[src/rtl/ex_div_unit.sv]
// Iterative radix-2 restoring divider for DIV/DIVU in the EX stage.
// Produces one quotient bit per cycle; quotient goes to LO and remainder to HI.
module ex_div_unit #(
    parameter int WIDTH = 32
) (
    input  logic             clk,
    input  logic             rst,
    input  logic             start,
    input  logic             annul,
    input  logic             signed_div,
    input  logic [WIDTH-1:0] dividend,
    input  logic [WIDTH-1:0] divisor,
    output logic             stall_req,
    output logic             ready,
    output logic [WIDTH-1:0] quotient,
    output logic [WIDTH-1:0] remainder
);

    localparam int CNT_W = $clog2(WIDTH);
    localparam logic [CNT_W-1:0] LAST_STEP = CNT_W'(WIDTH - 1);

    typedef enum logic [1:0] {
        IDLE,
        DIVZERO,
        BUSY,
        DONE
    } state_t;

    state_t             state;
    logic [CNT_W-1:0]   count;
    logic [WIDTH-1:0]   rem_q;
    logic [WIDTH-1:0]   quo_q;
    logic [WIDTH-1:0]   divisor_mag_q;
    logic               sign_q;
    logic               sign_r;

    logic [WIDTH-1:0]   dividend_mag;
    logic [WIDTH-1:0]   divisor_mag;
    logic [WIDTH:0]     shifted;
    logic [WIDTH:0]     diff;
    logic               take;
    logic [WIDTH-1:0]   rem_next;
    logic [WIDTH-1:0]   quo_next;

    // Operand magnitudes; -0x80000000 wraps to itself, which is exactly the
    // unsigned magnitude we need for the overflow case.
    assign dividend_mag = (signed_div && dividend[WIDTH-1]) ? -dividend : dividend;
    assign divisor_mag  = (signed_div && divisor[WIDTH-1])  ? -divisor  : divisor;

    // One restoring step: shift {r,q} left, subtract divisor when it fits.
    // NOTE: every signal assigned in always_comb gets a default first, so no
    // path can leave it unassigned and infer a latch.
    always_comb begin
        shifted  = {rem_q, quo_q[WIDTH-1]};
        diff     = shifted - {1'b0, divisor_mag_q};
        take     = (shifted >= {1'b0, divisor_mag_q});
        rem_next = shifted[WIDTH-1:0];
        if (take) begin
            rem_next = diff[WIDTH-1:0];
        end
        quo_next = {quo_q[WIDTH-2:0], take};
    end

    // Stall drops in DONE so EX advances on the same edge that consumes ready.
    assign stall_req = start & ~annul & (state != DONE);

    // NOTE: sequential state is updated with non-blocking assignments so all
    // registers see pre-edge values regardless of statement order.
    always_ff @(posedge clk or negedge rst) begin
        if (!rst) begin
            state         <= IDLE;
            count         <= '0;
            rem_q         <= '0;
            quo_q         <= '0;
            divisor_mag_q <= '0;
            sign_q        <= 1'b0;
            sign_r        <= 1'b0;
            quotient      <= '0;
            remainder     <= '0;
            ready         <= 1'b0;
        end else if (annul) begin
            state <= IDLE;
            ready <= 1'b0;
        end else begin
            case (state)
                IDLE: begin
                    ready <= 1'b0;
                    if (start) begin
                        rem_q         <= '0;
                        divisor_mag_q <= divisor_mag;
                        sign_q        <= signed_div & (dividend[WIDTH-1] ^ divisor[WIDTH-1]);
                        sign_r        <= signed_div & dividend[WIDTH-1];
                        count         <= '0;
                        if (divisor == '0) begin
                            // Keep the raw dividend: it becomes the remainder.
                            quo_q <= dividend;
                            state <= DIVZERO;
                        end else begin
                            quo_q <= dividend_mag;
                            state <= BUSY;
                        end
                    end
                end
                DIVZERO: begin
                    quotient  <= '1;
                    remainder <= quo_q;
                    ready     <= 1'b1;
                    state     <= DONE;
                end
                BUSY: begin
                    rem_q <= rem_next;
                    quo_q <= quo_next;
                    count <= count + 1'b1;
                    if (count == LAST_STEP) begin
                        quotient  <= sign_q ? -quo_next : quo_next;
                        remainder <= sign_r ? -rem_next : rem_next;
                        ready     <= 1'b1;
                        state     <= DONE;
                    end
                end
                DONE: begin
                    if (!start) begin
                        ready <= 1'b0;
                        state <= IDLE;
                    end
                end
                default: begin
                    ready <= 1'b0;
                    state <= IDLE;
                end
            endcase
        end
    end

endmodule

[config.mk]
export PLATFORM = sky130hd
export DESIGN_NAME = ex_div_unit
export DESIGN_NICKNAME = d
export VERILOG_FILES = /design/src/rtl/ex_div_unit.sv
export SDC_FILE = /design/constraint.sdc
export NUM_CORES = 1
export LEC_CHECK = 0
export BUFFER_PORTS_ARGS = -buffer_cell sky130_fd_sc_hd__buf_4
export CAP_MARGIN = 20
export CORE_MARGIN = 1.5
export CORE_UTILIZATION = 55
export CTS_CLUSTER_DIAMETER = 200
export DETAILED_ROUTE_END_ITERATION = 16
export PLACE_DENSITY = 0.84
export SYNTH_ARGS = -nofsm -noshare
export SYNTH_HDL_FRONTEND = slang
export SYNTH_SLANG_ARGS = --single-unit
[constraint.sdc]
create_clock -name clk -period 5.2 [get_ports clk]
set_clock_uncertainty 0.05 [all_clocks]
set_input_delay 1.04 -clock clk [delete_from_list [all_inputs] [get_ports clk]]
set_output_delay 1.04 -clock clk [all_outputs]
set_load 0.01 [all_outputs]
==> results.md, run 1 <==
Global route:
- The pin count of the biggest net entering global routing is 99.
- The initial antenna violation count is 0.
- The wire length of the first global-routing pass is 66,500 um.
- The via count of the first global-routing pass is 12,200.
- The total overflow left after global routing is 0.
- The global routing usage summed across all routing layers is 0.353.

Critical path:
- STA classifies the critical path endpoint as a flop.
- The required time reported for the critical path endpoint is around 5400 ps.
- The setup slack of the worst register-to-register path is 230 ps.
- The data arrival time of the critical path is 5200 ps.
- The start point of the critical path is rem_q[22]$_DFFE_PN0P_.
- The source of the worst register-to-register timing path is rem_q[22]$_DFFE_PN0P_.
- Measured in cells, the most critical reg-to-reg path has a length of 16.
- Of all nets on the critical path, the largest fanout is 8.
- The worst setup path is of the flop to flop kind.
- The critical path startpoint category is a flop.
- The worst register-to-register path ends at remainder[24]$_DFFE_PN0P_.

Floorplanning:
- The die covers 0.0244 sq mm.
- During I/O placement, the number of pins put on the boundary was 135.
- The area of the placeable core is 0.0228 sq mm.
- The die boundary width is 156 um.
- In this run the core area contains 55 standard-cell rows.
- The die is 156 um tall.
- The initial utilization of the core area, before any placement, comes to 0.564.

Power:
- VDD sags by at most between 0.5 and 0.6 mV.
- The static leakage power is 6.39 nW.
- The power density over the cells is 671 mW/mm^2.

STA:
- The final hold violation count was 0.
- In the final timing run, aggregate negative setup slack is 0 ps.
- The clock period minus final worst setup slack is 4970 ps.
- Headroom to the max-slew limit came out at 0.255.
- The measured slew at the worst slew-check pin is 1110 ps.
- The total of endpoints with negative setup slack in the final report is 0.
- Static timing analysis puts the maximum clock frequency at 0.201 GHz.
- The max-slew violation count came to 0.
- Setup repair after global routing left no endpoint under its margin.
- In the finished design, the share of the clock period the worst path needs comes to 0.956.

Route:
- The number of vias per cell is 6.37.
- The antenna violation net count after detailed routing is 0.
- The overall via count from detail_route is around 13,000.
- The number of detailed-route iterations in the first pass is 5.
- The first routing iteration left 1,300 violations.
- After detailed routing, the number of remaining DRC violations is 0.
- Dividing the detail-routed wire length by the instance count gives roughly 21 um.
- Summed over all layers, the routed wires come to 42,800 um.

Clocking:
- Clock tree synthesis inserted a total of 17 buffers.
- The H-tree generated during clock tree synthesis spans 4 levels.
- CTS placed an instance of sky130_fd_sc_hd__clkbuf_16 at the clock tree root.
- The CTS tree is built.
- The clock net in this run drives a total of 170 sinks.
- The clock reaches the later pin of the worst-skew pair after 450 ps.
- The hold-fix buffer count after cts is 0.
- The clock input transition at the sequential cells of the worst setup and hold paths is 70 ps.
- The longest clock path from root to sink contains 2 buffers.

Yosys:
- The number of distinct library cells after synthesis is 81.
- Synthesis inferred 170 register bits.
- During synthesis, Yosys emitted a total of 0 warnings.
- The synthesized netlist occupies a cell area of 0.0129 sq mm.
- The dominant register cell in the synthesized netlist is sky130_fd_sc_hd__dfrtp_1.
- The post-synthesis net count is 1,745.
- The average instance area after synthesis is 7.90 sq um.
- After technology mapping, the gate count stands at 1,633.
- The part of the Yosys area used for sequential elements is 0.330.
- The number of flops mapped to enable cells by yosys is 0.
- In the synthesized netlist the async set-or-reset flop fraction comes to 1.00.

Job:
- The max-capacitance violation count is 0.

Worst hold path:
- The worst hold path terminates at divisor_mag_q[29]$_DFFE_PN0P_.
- Along the worst hold path, the cell count comes to 2.
- The min-delay analysis places its worst path in the category flop to flop.
- The worst hold path begins at divisor_mag_q[29]$_DFFE_PN0P_.

Place:
- In this run the cell area measured after placement is roughly 0.014 sq mm.
- Once detailed placement completed, the half-perimeter wirelength came to 32,500 um.
- Input and output buffers added on the ports amount to roughly 130.
- At the end of routability-driven placement, the weighted congestion stood at 0.941.

Layout:
- With fillers left out, the area of the finished cells amounts to 0.0149 sq mm.
- The post-layout net count is approximately 1,800.
- Of the cells placed in the final design, the portion with a size suffix greater than 1 is 0.144.
- The synthesis-to-finish area growth is 15.5%.
- The antenna cell count is 0.

Run status:
- The run finished with clean final reports.
repair_timing:
| action | CTS | global route |
|---|---|---|
| setup endpoints to repair | 0 | 6 |
| buffers inserted | 0 | 1 |
| gates resized for setup | 0 | 16 |
how the worst max path moves through the flow:
stage	to	slack, ps	cells past startpoint
after global placement	remainder[30]$_DFFE_PN0P_	290	16
after floorplan	remainder[30]$_DFFE_PN0P_	7	21
final	remainder[24]$_DFFE_PN0P_	230	16
after CTS	remainder[28]$_DFFE_PN0P_	130	16
after global routing	remainder[28]$_DFFE_PN0P_	9	16
after detailed placement	remainder[28]$_DFFE_PN0P_	160	16
metrics by stage:
step                hold WS, ps   util  setup WS [ps]  total power, mW  instances
finish                      431  0.652            229             9.99       2052
global route                456  0.652           9.45             10.6       2052
CTS                         437  0.649            129             9.75       2050
detailed placement          420  0.622            156             8.41       2018
global placement            406  0.621            293             8.30       2017
floorplan                   395      -           6.52             6.45       1633
critical path, stage by stage (launching register included):
cell and delay (ps):
sky130_fd_sc_hd__dfrtp_1 450, sky130_fd_sc_hd__ha_1 460, sky130_fd_sc_hd__nand2_1 170, sky130_fd_sc_hd__nor4_2 370
sky130_fd_sc_hd__nand4_1 180, sky130_fd_sc_hd__a32o_1 330, sky130_fd_sc_hd__nand2_2 170, sky130_fd_sc_hd__inv_2 80
sky130_fd_sc_hd__mux2i_2 230, sky130_fd_sc_hd__ha_1 240, sky130_fd_sc_hd__nand2_1 100, sky130_fd_sc_hd__or4_1 550
sky130_fd_sc_hd__or4_1 620, sky130_fd_sc_hd__o21ai_1 310, sky130_fd_sc_hd__a41oi_1 180, sky130_fd_sc_hd__xor2_1 190
sky130_fd_sc_hd__o221ai_1 130
synthesized netlist by cell type (27+ instances only):
master / count / area, sq um
sky130_fd_sc_hd__xor2_1: 82 / 718
sky130_fd_sc_hd__nor2_1: 130 / 488
sky130_fd_sc_hd__mux2i_1: 27 / 270
sky130_fd_sc_hd__dfrtp_1: 170 / 4250
sky130_fd_sc_hd__nor3_1: 33 / 165
sky130_fd_sc_hd__o31ai_1: 31 / 233
sky130_fd_sc_hd__or3_1: 27 / 169
sky130_fd_sc_hd__o21ai_0: 150 / 751
sky130_fd_sc_hd__inv_1: 55 / 206
sky130_fd_sc_hd__clkbuf_1: 80 / 300
sky130_fd_sc_hd__nand3_1: 30 / 150
sky130_fd_sc_hd__xnor2_1: 48 / 420
sky130_fd_sc_hd__a21oi_1: 180 / 901
sky130_fd_sc_hd__nand2_1: 228 / 856
sky130_fd_sc_hd__ha_1: 42 / 526
metal layers:
layer	GRT usage	part of all wire	up-vias	wire, um
li1	-	-	6078	-
met1	0.499	0.43	6284	18600
met2	0.545	0.45	633	19100
met3	0.0722	0.095	80	4060
met4	0.107	0.024	0	1040
met5	0	0	-	0
power by group:
group          switching [mW]  total [mW]  internal, mW  leakage [nW]
combinational            3.95        6.28          2.33          4.04
sequential              0.605        2.39          1.79          2.06
clock                   0.662        1.31         0.652         0.292
total                    5.22        9.99          4.77          6.39
placed cells by master (no fill, tap or decap), types with 12 or more instances in the layout:
cell type                   synthesis  routed
sky130_fd_sc_hd__nand2_1          228     228
sky130_fd_sc_hd__a21oi_1          180     175
sky130_fd_sc_hd__buf_4              0     174
sky130_fd_sc_hd__dfrtp_1          170     170
sky130_fd_sc_hd__o21ai_0          150     149
sky130_fd_sc_hd__nor2_1           130     130
sky130_fd_sc_hd__xor2_1            82      82
sky130_fd_sc_hd__inv_1             55      55
sky130_fd_sc_hd__xnor2_1           48      48
sky130_fd_sc_hd__ha_1              42      34
sky130_fd_sc_hd__nor3_1            33      32
sky130_fd_sc_hd__o31ai_1           31      31
sky130_fd_sc_hd__nand3_1           30      30
sky130_fd_sc_hd__or3_1             27      27
sky130_fd_sc_hd__mux2i_1           27      26
sky130_fd_sc_hd__o211ai_1          21      21
sky130_fd_sc_hd__or4_1             19      19
sky130_fd_sc_hd__a21o_1            17      17
sky130_fd_sc_hd__o41ai_1           17      17
sky130_fd_sc_hd__clkbuf_16          0      17
sky130_fd_sc_hd__nand4_1           15      15
sky130_fd_sc_hd__nor4_1            15      14
sky130_fd_sc_hd__a211oi_1          13      13
sky130_fd_sc_hd__a22oi_1           12      12
cells by family after synthesis:
| kind of cell | Yosys count | share of synthesized area |
|---|---|---|
| AO/OA/AOI/OAI | 537 | 0.262 |
| XOR/XNOR | 130 | 0.0883 |
| adder cells (fa/ha/maj) | 43 | 0.0423 |
| buffers and inverters | 159 | 0.0485 |
| flip-flops | 170 | 0.330 |
| multiplexers | 31 | 0.0245 |
| AND/OR/NAND/NOR | 563 | 0.205 |
state kept, by name (all words and copies together), names as in the netlist:
signal         cells
quo_q             32
count              5
quotient          32
ready              1
rem_q             32
sign_q             1
sign_r             1
divisor_mag_q     32
state              2
remainder         32
area by class of cell:
| class | count | area (sq um) |
|---|---|---|
| multi-input cells | 1304 | 8080 |
| fillers | 2034 | 7950 |
| flip-flops and latches | 170 | 4250 |
| repair buffers | 176 | 1350 |
| clock buffers | 18 | 429 |
| well taps | 313 | 392 |
| inverters | 57 | 214 |
| clock inverters | 14 | 175 |
No activity file was read; power rests on OpenSTA's default activity.
==> run 2, diff against run 1 <==
- ABC_AREA: not set -> 1
- CAP_MARGIN: 20 -> 30
==> run 2 against run 1 <==
Effect of this change: final area rose by 0.50%; largest cell class unchanged; global-route usage rose by 0.85 points; synthesized area rose by 1.5%; critical endpoint is now quotient[24]$_DFFE_PN0P_; synthesized cell count rose by 20%; die area rose by 1.4%.
==> results.md, run 2 <==
Yosys:
- The share of synthesized flip-flops with an asynchronous set or reset is 1.00 (unchanged).
- The top cell type by total area after synthesis is sky130_fd_sc_hd__dfrtp_1 (unchanged).
- The most frequently used cell type in the post-synthesis netlist was sky130_fd_sc_hd__nand2_1 (unchanged).
- The portion of synthesized cell area occupied by the leading cell type is 0.325 (was 0.330).
- Cell types occupying the most area after synthesis: sky130_fd_sc_hd__dfrtp_1, sky130_fd_sc_hd__nand2_1, sky130_fd_sc_hd__o21ai_0 (was sky130_fd_sc_hd__dfrtp_1, sky130_fd_sc_hd__a21oi_1, sky130_fd_sc_hd__nand2_1).
- The dominant register cell in the synthesized netlist is sky130_fd_sc_hd__dfrtp_1 (unchanged).
- The number of flops mapped to enable cells by yosys is 0 (unchanged).
- The post-synthesis cell area was 0.0131 sq mm (was 0.0129 sq mm).
- The average instance area after synthesis is 6.66 sq um (was 7.90 sq um).
- The part of the Yosys area used for sequential elements is 0.325 (was 0.330).
- The synthesized instance count is 1,964 (was 1,633).
- The flop and latch count out of synthesis is 170 (unchanged).
- The number of distinct library cells after synthesis is 57 (was 81).
- The Yosys warning count is 0 (unchanged).
- List of most frequent post-synthesis cells: sky130_fd_sc_hd__nand2_1, sky130_fd_sc_hd__inv_1, sky130_fd_sc_hd__o21ai_0, sky130_fd_sc_hd__nor2_1, sky130_fd_sc_hd__dfrtp_1 (was sky130_fd_sc_hd__nand2_1, sky130_fd_sc_hd__a21oi_1, sky130_fd_sc_hd__dfrtp_1, sky130_fd_sc_hd__o21ai_0, sky130_fd_sc_hd__nor2_1).
- The post-synthesis net count is 2,076 (was 1,745).

Clocking:
- The total setup buffers inserted after CTS came to 0 (unchanged).
- The clock tree root buffer cell is sky130_fd_sc_hd__clkbuf_16 (unchanged).
- The clock buffer count from CTS is 17 (unchanged).
- The CTS tree is built (unchanged).
- The clock latency at the later pin of the worst-skew pair is 450 ps (about the same).
- The clock sink count is 170 (unchanged).
- The count of H-tree levels built during CTS is 4 (unchanged).
- The number of gates resized after cts is 0 (unchanged).
- The maximum root-to-sink buffer count is 2 (unchanged).
- The hold-fix buffer count after cts is 0 (unchanged).
- The clock input transition at the sequential cells of the worst setup and hold paths is 80 ps (was 70 ps).

Critical path:
- The required time reported for the critical path endpoint is 5480 ps (was 5430 ps).
- The destination of the worst register-to-register timing path is quotient[24]$_DFFE_PN0P_ (was remainder[24]$_DFFE_PN0P_).
- The highest-delay cell along the critical path is sky130_fd_sc_hd__dfrtp_1 (was sky130_fd_sc_hd__or4_1).
- The critical path startpoint category is a flop (unchanged).
- The data arrival time of the critical path is 4910 ps (was 5200 ps).
- The setup slack of the worst register-to-register path was 570 ps (was 230 ps).
- The buffering stage count on the worst path with inverters included is 6 (was 1).
- The class of the most critical setup path is flop to flop (unchanged).
- The source of the worst register-to-register timing path is rem_q[15]$_DFFE_PN0P_ (was rem_q[22]$_DFFE_PN0P_).
- The peak fanout along the critical path is 17 (was 8).
- The maximum single-stage delay on the critical path is 410 ps (was 620 ps).
- The kind of cell with the highest combined delay on the critical path is simple AND/OR/NAND/NOR gates (unchanged).
- The start point of the critical path is rem_q[15]$_DFFE_PN0P_ (was rem_q[22]$_DFFE_PN0P_).
- The worst reg-to-reg path cell count was 25 (was 16).
- The critical path capture point type was a flop (unchanged).

Route:
- The final routed wire length divided by cell count came to 18.4 um (was 20.9 um).
- The DRC violation count after routing is 0 (unchanged).
- The overall via count from detail_route is 13,900 (was 13,100).
- The DRC violation total after the first TritonRoute iteration is 1,610 (was 1,300).
- The number of vias per cell is 5.78 (was 6.37).
- The antenna violation net count after detailed routing is 0 (unchanged).
- The detailed-route wire length came to 44,000 um (was 42,800 um).
- The number of detailed-route iterations in the first pass is 7 (was 5).

Place:
- The number of buffers inserted by port buffering is 134 (unchanged).
- The final weighted congestion in routability-driven placement is 1.03 (was 0.941).
- The detailed-placement wirelength estimate came to 33,500 um (was 32,500 um).

Global route:
- The leftover overflow at the end of global routing came to 0 (unchanged).
- The wire length of the first global-routing pass is 68,900 um (was 66,500 um).
- The pin count of the biggest net entering global routing was 101 (was 99).
- The global routing usage summed across all routing layers was 0.362 (was 0.353).
- The via count of the first global-routing pass was 12,800 (was 12,200).
- The initial antenna violation count was 2 (was 0).

Floorplanning:
- The area of the placeable core is 0.0234 sq mm (was 0.0228 sq mm).
- The die boundary width is 157 um (was 156 um).
- The total number of placement rows is 56 (was 55).
- The total die area is 0.0247 sq mm (was 0.0244 sq mm).
- The initial cell density of the core came to 0.559 (was 0.564).
- The vertical extent of the die was 157 um (was 156 um).
- The number of primary I/O pins is 135 (unchanged).

Layout:
- The antenna cell count is 0 (unchanged).
- The post-layout net count is 2,178 (was 1,838).
- The ratio of cells with drive above 1 in the final layout is 0.124 (was 0.144).
- The most frequent standard cell in the layout excluding fill and tap cells was sky130_fd_sc_hd__nand2_1 (unchanged).
- The number of fill cells is 2,205 (was 2,034).
- Commonest cells after routing, fill and taps aside: sky130_fd_sc_hd__nand2_1, sky130_fd_sc_hd__inv_1, sky130_fd_sc_hd__o21ai_0 (was sky130_fd_sc_hd__nand2_1, sky130_fd_sc_hd__a21oi_1, sky130_fd_sc_hd__buf_4).
- The synthesis-to-finish area growth is 14.4% (was 15.5%).
- The footprint of the multi-input gates is 0.00756 sq mm (was 0.00808 sq mm).
- The flip-flop and latch area is 0.00425 sq mm (unchanged).

STA:
- The measured slew at the worst slew-check pin is 1020 ps (was 1110 ps).
- The relative slew slack is 0.318 (was 0.255).
- The final hold violation count is 0 (unchanged).
- The clock period minus final worst setup slack came to 4630 ps (was 4970 ps).
- The setup total negative slack came to 0 ps (unchanged).
- The total of endpoints with negative setup slack in the final report is 0 (unchanged).
- The fmax is 0.216 GHz (was 0.201 GHz).
- The share of the cycle needed by the critical path after routing was 0.890 (was 0.956).
- The max-slew violation count is 0 (unchanged).
- Unrepaired setup endpoints after global routing: false (unchanged).

Job:
- The max-capacitance violation count is 0 (unchanged).

Run status:
- Outcome: finished clean (unchanged).

Worst hold path:
- The path type of the worst min-delay path is primary input to asynchronous set/reset pin (was flop to flop).
## run 2: cell count changes after synthesis, sizes merged, moves of 17 or more
cell / delta
nor2: +55
clkbuf: -30
or3: -27
o31ai: -27
nand2: +340
mux2i: -26
nand3: +97
o41ai: -17
xor2: -29
inv: +197
a21oi: -83
xnor2: -26
o21ai: +62
or4: -19
## run 2: stage by stage
stage          instances  setup WS (ps)  cell area (sq um)  utilization  hold WS, ps
4_1_cts             2396            654              14900        0.638          436
2_1_floorplan       1964           1360              13100            -          403
6_report            2397            572              15000        0.640          325
3_3_place_gp        2362            847              14300        0.610          415
3_5_place_dp        2365            667              14400        0.614          417
5_1_grt             2397            153              15000        0.640          318
## run 2: worst max-delay path by stage
stage,end,depth (start not counted),slack (ps)
6_report,quotient[24]$_DFFE_PN0P_,25,570
5_1_grt,quotient[24]$_DFFE_PN0P_,25,150
4_1_cts,quotient[24]$_DFFE_PN0P_,25,650
3_5_place_dp,quotient[24]$_DFFE_PN0P_,25,670
3_3_place_gp,quotient[28]$_DFFE_PN0P_,27,850
2_1_floorplan,quotient[24]$_DFFE_PN0P_,27,1360
## run 2: metal layers
metal / vias up / routed length [um] / global-route usage
met1: 6508 / 19400 / 0.519
li1: 6582 / - / -
met4: 0 / 988 / 0.0993
met2: 690 / 19600 / 0.558
met5: - / 0 / 0
met3: 82 / 4080 / 0.0677
## run 2: cell type report
type                    count  share of cell area
well taps                 319              0.0267
repair buffers            150              0.0808
inverters                 256              0.0642
flip-flops and latches    170               0.284
multi-input cells        1471               0.505
clock buffers              17              0.0284
clock inverters            14              0.0103
## run 2: kinds of logic (layout without fill, tap and decap cells)
family	count (synthesis)	in the layout	synth area share
multiplexers	1	1	0.000765
XOR/XNOR	75	75	0.0502
flip-flops	170	170	0.325
buffers and inverters	323	437	0.0980
AND/OR/NAND/NOR	968	968	0.319
AO/OA/AOI/OAI	384	384	0.165
adder cells (fa/ha/maj)	43	43	0.0417
Power of run 2 is not shown: default switching activity piles up to over one toggle a cycle in this logic, so the estimate is an artifact.
